<file path="src/rtl/mem_access_unit_pkg.sv">
// mem_access_unit_pkg: shared size codes, FSM states, default timeout and access legality check
package mem_access_unit_pkg;

    typedef enum logic [1:0] {
        MEM_SIZE_B = 2'd0,
        MEM_SIZE_H = 2'd1,
        MEM_SIZE_W = 2'd2,
        MEM_SIZE_D = 2'd3
    } mem_size_e;

    typedef enum logic [1:0] {
        ST_IDLE = 2'd0,
        ST_BUSY = 2'd1,
        ST_RESP = 2'd2
    } mem_state_e;

    localparam int MEM_DEFAULT_TIMEOUT = 255;

    // An access is legal when naturally aligned; dword exists only on a 64-bit bus.
    function automatic logic mem_legal(input logic [1:0] size, input logic [2:0] lo, input logic dw64);
        return size == MEM_SIZE_D ? (dw64 && lo == 3'd0) :
               size == MEM_SIZE_W ? (lo[1:0] == 2'd0) :
               size == MEM_SIZE_H ? !lo[0] : 1'b1;
    endfunction

endpackage

</file>
<file path="src/rtl/mem_access_unit_lane_align.sv">
// mem_access_unit_lane_align: byte-lane select, store data placement and load data extraction/extension
module mem_access_unit_lane_align
    import mem_access_unit_pkg::*;
#(
    parameter  int DATA_WIDTH = 32,
    localparam int SEL_WIDTH  = DATA_WIDTH / 8,
    localparam int OFF_WIDTH  = $clog2(SEL_WIDTH)
) (
    input  logic [1:0]            size_i,
    input  logic [OFF_WIDTH-1:0]  off_i,
    input  logic                  sign_i,
    input  logic [DATA_WIDTH-1:0] wdata_i,
    input  logic [DATA_WIDTH-1:0] rdata_i,
    output logic [SEL_WIDTH-1:0]  sel_o,
    output logic [DATA_WIDTH-1:0] wdata_o,
    output logic [DATA_WIDTH-1:0] rdata_o
);

    logic [SEL_WIDTH-1:0]  lanes;
    logic [DATA_WIDTH-1:0] mask;
    logic [DATA_WIDTH-1:0] shifted;
    logic                  msb;

    // Lanes of the access at offset 0, expanded to a bit mask; store shifted up, load shifted down then extended
    always_comb begin
        lanes = size_i == MEM_SIZE_B ? SEL_WIDTH'(1) :
                size_i == MEM_SIZE_H ? SEL_WIDTH'(3) :
                size_i == MEM_SIZE_W ? SEL_WIDTH'(15) : '1;
        for (int i = 0; i < SEL_WIDTH; i++) mask[8*i +: 8] = {8{lanes[i]}};
        shifted = rdata_i >> {off_i, 3'b000};
        msb     = size_i == MEM_SIZE_B ? shifted[7] :
                  size_i == MEM_SIZE_H ? shifted[15] :
                  size_i == MEM_SIZE_W ? shifted[31] : shifted[DATA_WIDTH-1];
        sel_o   = lanes << off_i;
        wdata_o = (wdata_i & mask) << {off_i, 3'b000};
        rdata_o = (shifted & mask) | ((sign_i && msb) ? ~mask : '0);
    end

endmodule

</file>
<file path="src/rtl/mem_access_unit.sv">
// mem_access_unit: MEM-stage load/store unit with byte lanes, variable-latency bus handshake and timeout
module mem_access_unit
    import mem_access_unit_pkg::*;
#(
    parameter  int DATA_WIDTH     = 32,
    parameter  int ADDR_WIDTH     = 32,
    parameter  int TIMEOUT_CYCLES = MEM_DEFAULT_TIMEOUT,
    localparam int SEL_WIDTH      = DATA_WIDTH / 8
) (
    input  logic                  clk,
    input  logic                  rst_n,
    input  logic                  req_valid_i,
    output logic                  req_ready_o,
    input  logic                  req_write_i,
    input  logic [1:0]            req_size_i,
    input  logic                  req_sign_ext_i,
    input  logic [ADDR_WIDTH-1:0] req_addr_i,
    input  logic [DATA_WIDTH-1:0] req_wdata_i,
    output logic                  rsp_valid_o,
    output logic                  rsp_err_o,
    output logic [DATA_WIDTH-1:0] rsp_rdata_o,
    output logic                  bus_en_o,
    output logic                  bus_we_o,
    output logic [SEL_WIDTH-1:0]  bus_sel_o,
    output logic [ADDR_WIDTH-1:0] bus_addr_o,
    output logic [DATA_WIDTH-1:0] bus_wdata_o,
    input  logic                  bus_ack_i,
    input  logic [DATA_WIDTH-1:0] bus_rdata_i
);

    localparam int OFF_WIDTH = $clog2(SEL_WIDTH);
    localparam int CNT_WIDTH = TIMEOUT_CYCLES > 1 ? $clog2(TIMEOUT_CYCLES) : 1;

    mem_state_e            state_q;
    logic [1:0]            size_q;
    logic                  sign_q;
    logic [OFF_WIDTH-1:0]  off_q;
    logic [CNT_WIDTH-1:0]  cnt_q;
    logic                  bus_en_q;
    logic                  bus_we_q;
    logic [SEL_WIDTH-1:0]  bus_sel_q;
    logic [ADDR_WIDTH-1:0] bus_addr_q;
    logic [DATA_WIDTH-1:0] bus_wdata_q;
    logic                  rsp_valid_q;
    logic                  rsp_err_q;
    logic [DATA_WIDTH-1:0] rsp_rdata_q;

    logic                  idle;
    logic                  legal;
    logic                  timed_out;
    logic [1:0]            a_size;
    logic [OFF_WIDTH-1:0]  a_off;
    logic                  a_sign;
    logic [SEL_WIDTH-1:0]  a_sel;
    logic [DATA_WIDTH-1:0] a_wdata;
    logic [DATA_WIDTH-1:0] a_rdata;

    assign idle      = state_q == ST_IDLE;
    assign legal     = mem_legal(req_size_i, req_addr_i[2:0], DATA_WIDTH == 64);
    assign timed_out = TIMEOUT_CYCLES != 0 && cnt_q == CNT_WIDTH'(TIMEOUT_CYCLES - 1);

    // One aligner serves both phases: live request fields while idle, captured fields while on the bus
    assign a_size = idle ? req_size_i : size_q;
    assign a_off  = idle ? req_addr_i[OFF_WIDTH-1:0] : off_q;
    assign a_sign = idle ? req_sign_ext_i : sign_q;

    mem_access_unit_lane_align #(.DATA_WIDTH(DATA_WIDTH)) u_align (
        .size_i  (a_size),
        .off_i   (a_off),
        .sign_i  (a_sign),
        .wdata_i (req_wdata_i),
        .rdata_i (bus_rdata_i),
        .sel_o   (a_sel),
        .wdata_o (a_wdata),
        .rdata_o (a_rdata)
    );

    // Access FSM: accept and capture, hold the bus until ack or timeout, then pulse the response
    always_ff @(posedge clk or negedge rst_n) begin
        if (!rst_n) begin
            state_q     <= ST_IDLE;
            size_q      <= '0;
            sign_q      <= 1'b0;
            off_q       <= '0;
            cnt_q       <= '0;
            bus_en_q    <= 1'b0;
            bus_we_q    <= 1'b0;
            bus_sel_q   <= '0;
            bus_addr_q  <= '0;
            bus_wdata_q <= '0;
            rsp_valid_q <= 1'b0;
            rsp_err_q   <= 1'b0;
            rsp_rdata_q <= '0;
        end else begin
            case (state_q)
                ST_IDLE: if (req_valid_i) begin
                    size_q <= req_size_i;
                    sign_q <= req_sign_ext_i;
                    off_q  <= req_addr_i[OFF_WIDTH-1:0];
                    cnt_q  <= '0;
                    if (legal) begin
                        state_q     <= ST_BUSY;
                        bus_en_q    <= 1'b1;
                        bus_we_q    <= req_write_i;
                        bus_sel_q   <= a_sel;
                        bus_addr_q  <= {req_addr_i[ADDR_WIDTH-1:OFF_WIDTH], {OFF_WIDTH{1'b0}}};
                        bus_wdata_q <= a_wdata;
                    end else begin
                        state_q     <= ST_RESP;
                        rsp_valid_q <= 1'b1;
                        rsp_err_q   <= 1'b1;
                        rsp_rdata_q <= '0;
                    end
                end
                ST_BUSY: if (bus_ack_i) begin
                    state_q     <= ST_RESP;
                    bus_en_q    <= 1'b0;
                    rsp_valid_q <= 1'b1;
                    rsp_err_q   <= 1'b0;
                    rsp_rdata_q <= bus_we_q ? '0 : a_rdata;
                end else if (timed_out) begin
                    state_q     <= ST_RESP;
                    bus_en_q    <= 1'b0;
                    rsp_valid_q <= 1'b1;
                    rsp_err_q   <= 1'b1;
                    rsp_rdata_q <= '0;
                end else begin
                    cnt_q <= cnt_q + CNT_WIDTH'(1);
                end
                ST_RESP: begin
                    state_q     <= ST_IDLE;
                    rsp_valid_q <= 1'b0;
                end
                default: state_q <= ST_IDLE;
            endcase
        end
    end

    assign req_ready_o = idle;
    assign rsp_valid_o = rsp_valid_q;
    assign rsp_err_o   = rsp_err_q;
    assign rsp_rdata_o = rsp_rdata_q;
    assign bus_en_o    = bus_en_q;
    assign bus_we_o    = bus_we_q;
    assign bus_sel_o   = bus_sel_q;
    assign bus_addr_o  = bus_addr_q;
    assign bus_wdata_o = bus_wdata_q;

endmodule

</file>
<file path="config.mk">
export PLATFORM = sky130hd
export DESIGN_NAME = mem_access_unit
export DESIGN_NICKNAME = d
export VERILOG_FILES = /design/src/rtl/mem_access_unit_pkg.sv /design/src/rtl/mem_access_unit_lane_align.sv /design/src/rtl/mem_access_unit.sv
export SDC_FILE = /design/constraint.sdc
export NUM_CORES = 1
export LEC_CHECK = 0
export ABC_AREA = 0
export CAP_MARGIN = 20
export CORE_MARGIN = 3
export CORE_UTILIZATION = 49
export DETAILED_ROUTE_END_ITERATION = 10
export GPL_TIMING_DRIVEN = 0
export PLACE_DENSITY = 0.95
export SYNTH_ARGS = -nofsm -noshare
export SYNTH_HDL_FRONTEND = slang
export SYNTH_SLANG_ARGS = --single-unit
</file>
<file path="constraint.sdc">
create_clock -name clk -period 6.45 [get_ports clk]
set_input_delay 0.9675 -clock clk [delete_from_list [all_inputs] [get_ports clk]]
set_output_delay 0.9675 -clock clk [all_outputs]
set_load 0.005 [all_outputs]
</file>
==> results.md <==
- Outcome: complete, no violations
- Htree depth: 4
- Final nets: roughly 900
- CTS Buffer Depth: 2
- Crit Path Category: in -> reg
- Drt wl/cell: approximately 22 µm
- Startpoint types: input pin
- Synth cell count leaders: nand2_1, dfrtp_1, o21ai_0, clkbuf_1, nor2_1
- Synth top area cells: dfrtp_1, nand2_1, o21ai_0
- # diodes: 0
- Cells after synthesis: between 500 and 600
- DRT Wirelength: ~21000 µm
- Syn Area/Cell: around 9.7 µm²
- Synth Cell Area: around 5700 µm²
- Hold Path Class: reg -> reg
- Critical Path AT: about 3500 ps
- Die area: 12990 µm²
- Share of layout cells above drive strength 1: 8.063%
- GRT Util Overall: between 30% and 40%
- CP max FO: 10
- Slowest cell delay on critical path: between 500 and 600 ps
- Count of different cell masters after synthesis: 58
- DR iter-0 viols: between 600 and 700
- Hold WS: about 480 ps
- PostCTS Resize Cnt: 0
- Setup Fix Bufs, Post-CTS: 0
- #FFs+latches synth: between 100 and 150
- Via count: around 6000
- I/O Pins: 209
- PwrDens: approximately 390 nW/µm²
- Ys flop type: dfrtp_1
- Antenna-violating nets left: 0
- Initial antenna violation count: 0
- Final hold viol count: 0
- Leakage: 3.819 nW
- Fin Setup TNS: 0 ps
- Most common cell in the synthesized netlist: nand2_1
- Final RePlAce weighted congestion: roughly 0.92
- Clock latency on the worst-skew pair: about 430 ps
- Fraction of registers with async set or reset after synthesis: between 90% and 100%
- Area leader, netlist: dfrtp_1
- Buffers on Ports: just over 200
- First-pass GRT wire length: approximately 33000 µm
- Initial Util: around half
- Clk sinks: roughly 120
- R2r worst-path depth: 7
- Slowest CP cell: clkdlybuf4s50_1
- Critical Path End Type: flop
- Sequential-to-total area share from yosys stat: approximately half
- Final Util: 77.82%
- Clock-pin slew on the worst setup and hold paths: ~60 ps
- Core area: about 11000 µm²
- Vias per cell: 6.201
- Slew Limit Headroom: a little under two fifths
- Final count of negative-setup-slack endpoints: 0
- CP Data Required Time: 6760 ps
- FP Rows: 38
- Slew Viols, Final: 0
- DRC Markers: 0
- Hold bufs inserted after CTS: 0
- EDFF count, synth: 0
- Period minus WS final: between 3000 and 4000 ps
- Dpl hpwl: about 15000 µm
- Syn. warnings: 0
- Share of the synthesized area in the top cell type: between 50 and 60%
- Pin count of the biggest net entering global routing: 70
- Critical-path cell list: clkdlybuf4s50_1 -> or3b_1 -> and2_1 -> buf_4 -> buf_4 -> buf_2 -> a31oi_1 -> o221ai_1 -> o21a_1
- TritonRoute pass-1 iters: 8
- Max_cap viols: 0
- Peak VDD IR: approximately 320 µV
- Tcrit/Tclk final: 48.68%
- Max Fclk: between 300 and 400 MHz
- CP dominant cell by count: buf_4
- Die height: roughly 110 µm
- CTS tree: built
- RSZ-0062 raised after global routing: no
- CTS Root Cell: clkbuf_16
- Die Wd: 114.0 µm
- Number of buffers created by CTS: 17
- Worst hold stages: 2
- GR Overflow Total: 0
- Worst-margin pin slew: between 900 and 1000 ps
- Area Overhead vs Synth: 51.52%
- Clock skew: 8.748 ps
- Vias in the first global route: 6124
[state kept, by name (all words and copies together), names as in the netlist]
signal	count
state_q	2
bus_sel_o	4
bus_we_o	1
rsp_rdata_o	32
bus_en_o	1
cnt_q	8
rsp_err_o	1
off_q	2
bus_wdata_o	32
bus_addr_o	30
sign_q	1
rsp_valid_o	1
size_q	2
[final timing paths]
| kind | start | to | slack [ps] |
|---|---|---|---|
| min in group asynchronous | rst_n | bus_sel_o[1]$_DFFE_PN0P_ | 680 |
| max in group asynchronous | rst_n | cnt_q[5]$_DFFE_PN0P_ | 5000 |
| worst min-delay path | bus_wdata_o[4]$_DFFE_PN0P_ | bus_wdata_o[4]$_DFFE_PN0P_ | 480 |
| worst min register to register | bus_wdata_o[4]$_DFFE_PN0P_ | bus_wdata_o[4]$_DFFE_PN0P_ | 480 |
| worst max-delay path | req_addr_i[0] | bus_wdata_o[28]$_DFFE_PN0P_ | 3310 |
| worst max register to register | state_q[0]$_DFFE_PN0P_ | bus_sel_o[1]$_DFFE_PN0P_ | 3680 |
[per-layer routing]
metal / global-route usage [%] / vias to the layer above / routed length, µm
li1: - / 2572 / -
met1: 38.13 / 2892 / 7328
met2: 53.63 / 454 / 10220
met3: 9.284 / 103 / 2417
met4: 17.10 / 0 / 943
met5: 0 / - / 0
[critical path: cells and delay by family]
kind | cells | cell delay [ps]
compound gates | 3 | 720
buf+inv | 4 | 1180
simple gates | 2 | 580
[placed cells by master, fill, tap and decap left out, drive strengths merged, types with 7 or more instances in the layout]
cell | netlist | routed
a221oi | 13 | 13
clkdlybuf4s50 | 0 | 205
nand2 | 169 | 169
a21boi | 9 | 9
o221ai | 9 | 9
mux2i | 17 | 17
buf | 13 | 15
o21a | 11 | 11
o21ai | 52 | 52
dfrtp | 117 | 117
a2bb2oi | 8 | 8
a22o | 11 | 11
nand3 | 13 | 13
a22oi | 9 | 9
nor2 | 20 | 20
a31oi | 8 | 8
clkbuf | 28 | 45
a21oi | 10 | 10
inv | 6 | 8
mux4 | 7 | 7
mux2 | 9 | 9
[cells by family after synthesis]
kind of cell    share of synthesized area [%]
simple gates                            16.20
compound gates                          20.23
flops                                   51.24
buf+inv                                 3.722
mux                                     7.642
xor+xnor                               0.4599
fa+ha+maj                              0.4379
other cells                           0.06563
[final cells by class]
class	instances	area (µm²)
clock inverter	15	252.7
buffer	41	187.7
multi-input combinational	428	2577
tap	140	175.2
timing repair buffer	207	2087
sequential	117	2928
clock buffer	17	425.4
fill	710	2467
inverter	6	25.02
[report_power, final]
part           total (W)  switching, W  internal [W]
logic            0.00121      0.000559      0.000649
clock network    0.00110      0.000369      0.000728
registers        0.00111      0.000158      0.000956
[stage by stage]
step | setup slack, ps | std cells | total power, W | cell area (µm²)
after floorplan | 3878 | 592 | 0.001579 | 5718
after global placement | 120.7 | 938 | 0.002224 | 7955
after detailed placement | 2978 | 939 | 0.002280 | 7980
after CTS | 3386 | 971 | 0.003404 | 8658
after global routing | 3136 | 971 | 0.003561 | 8658
final | 3310 | 971 | 0.003419 | 8658
No activity file was read; power rests on OpenSTA's default activity.
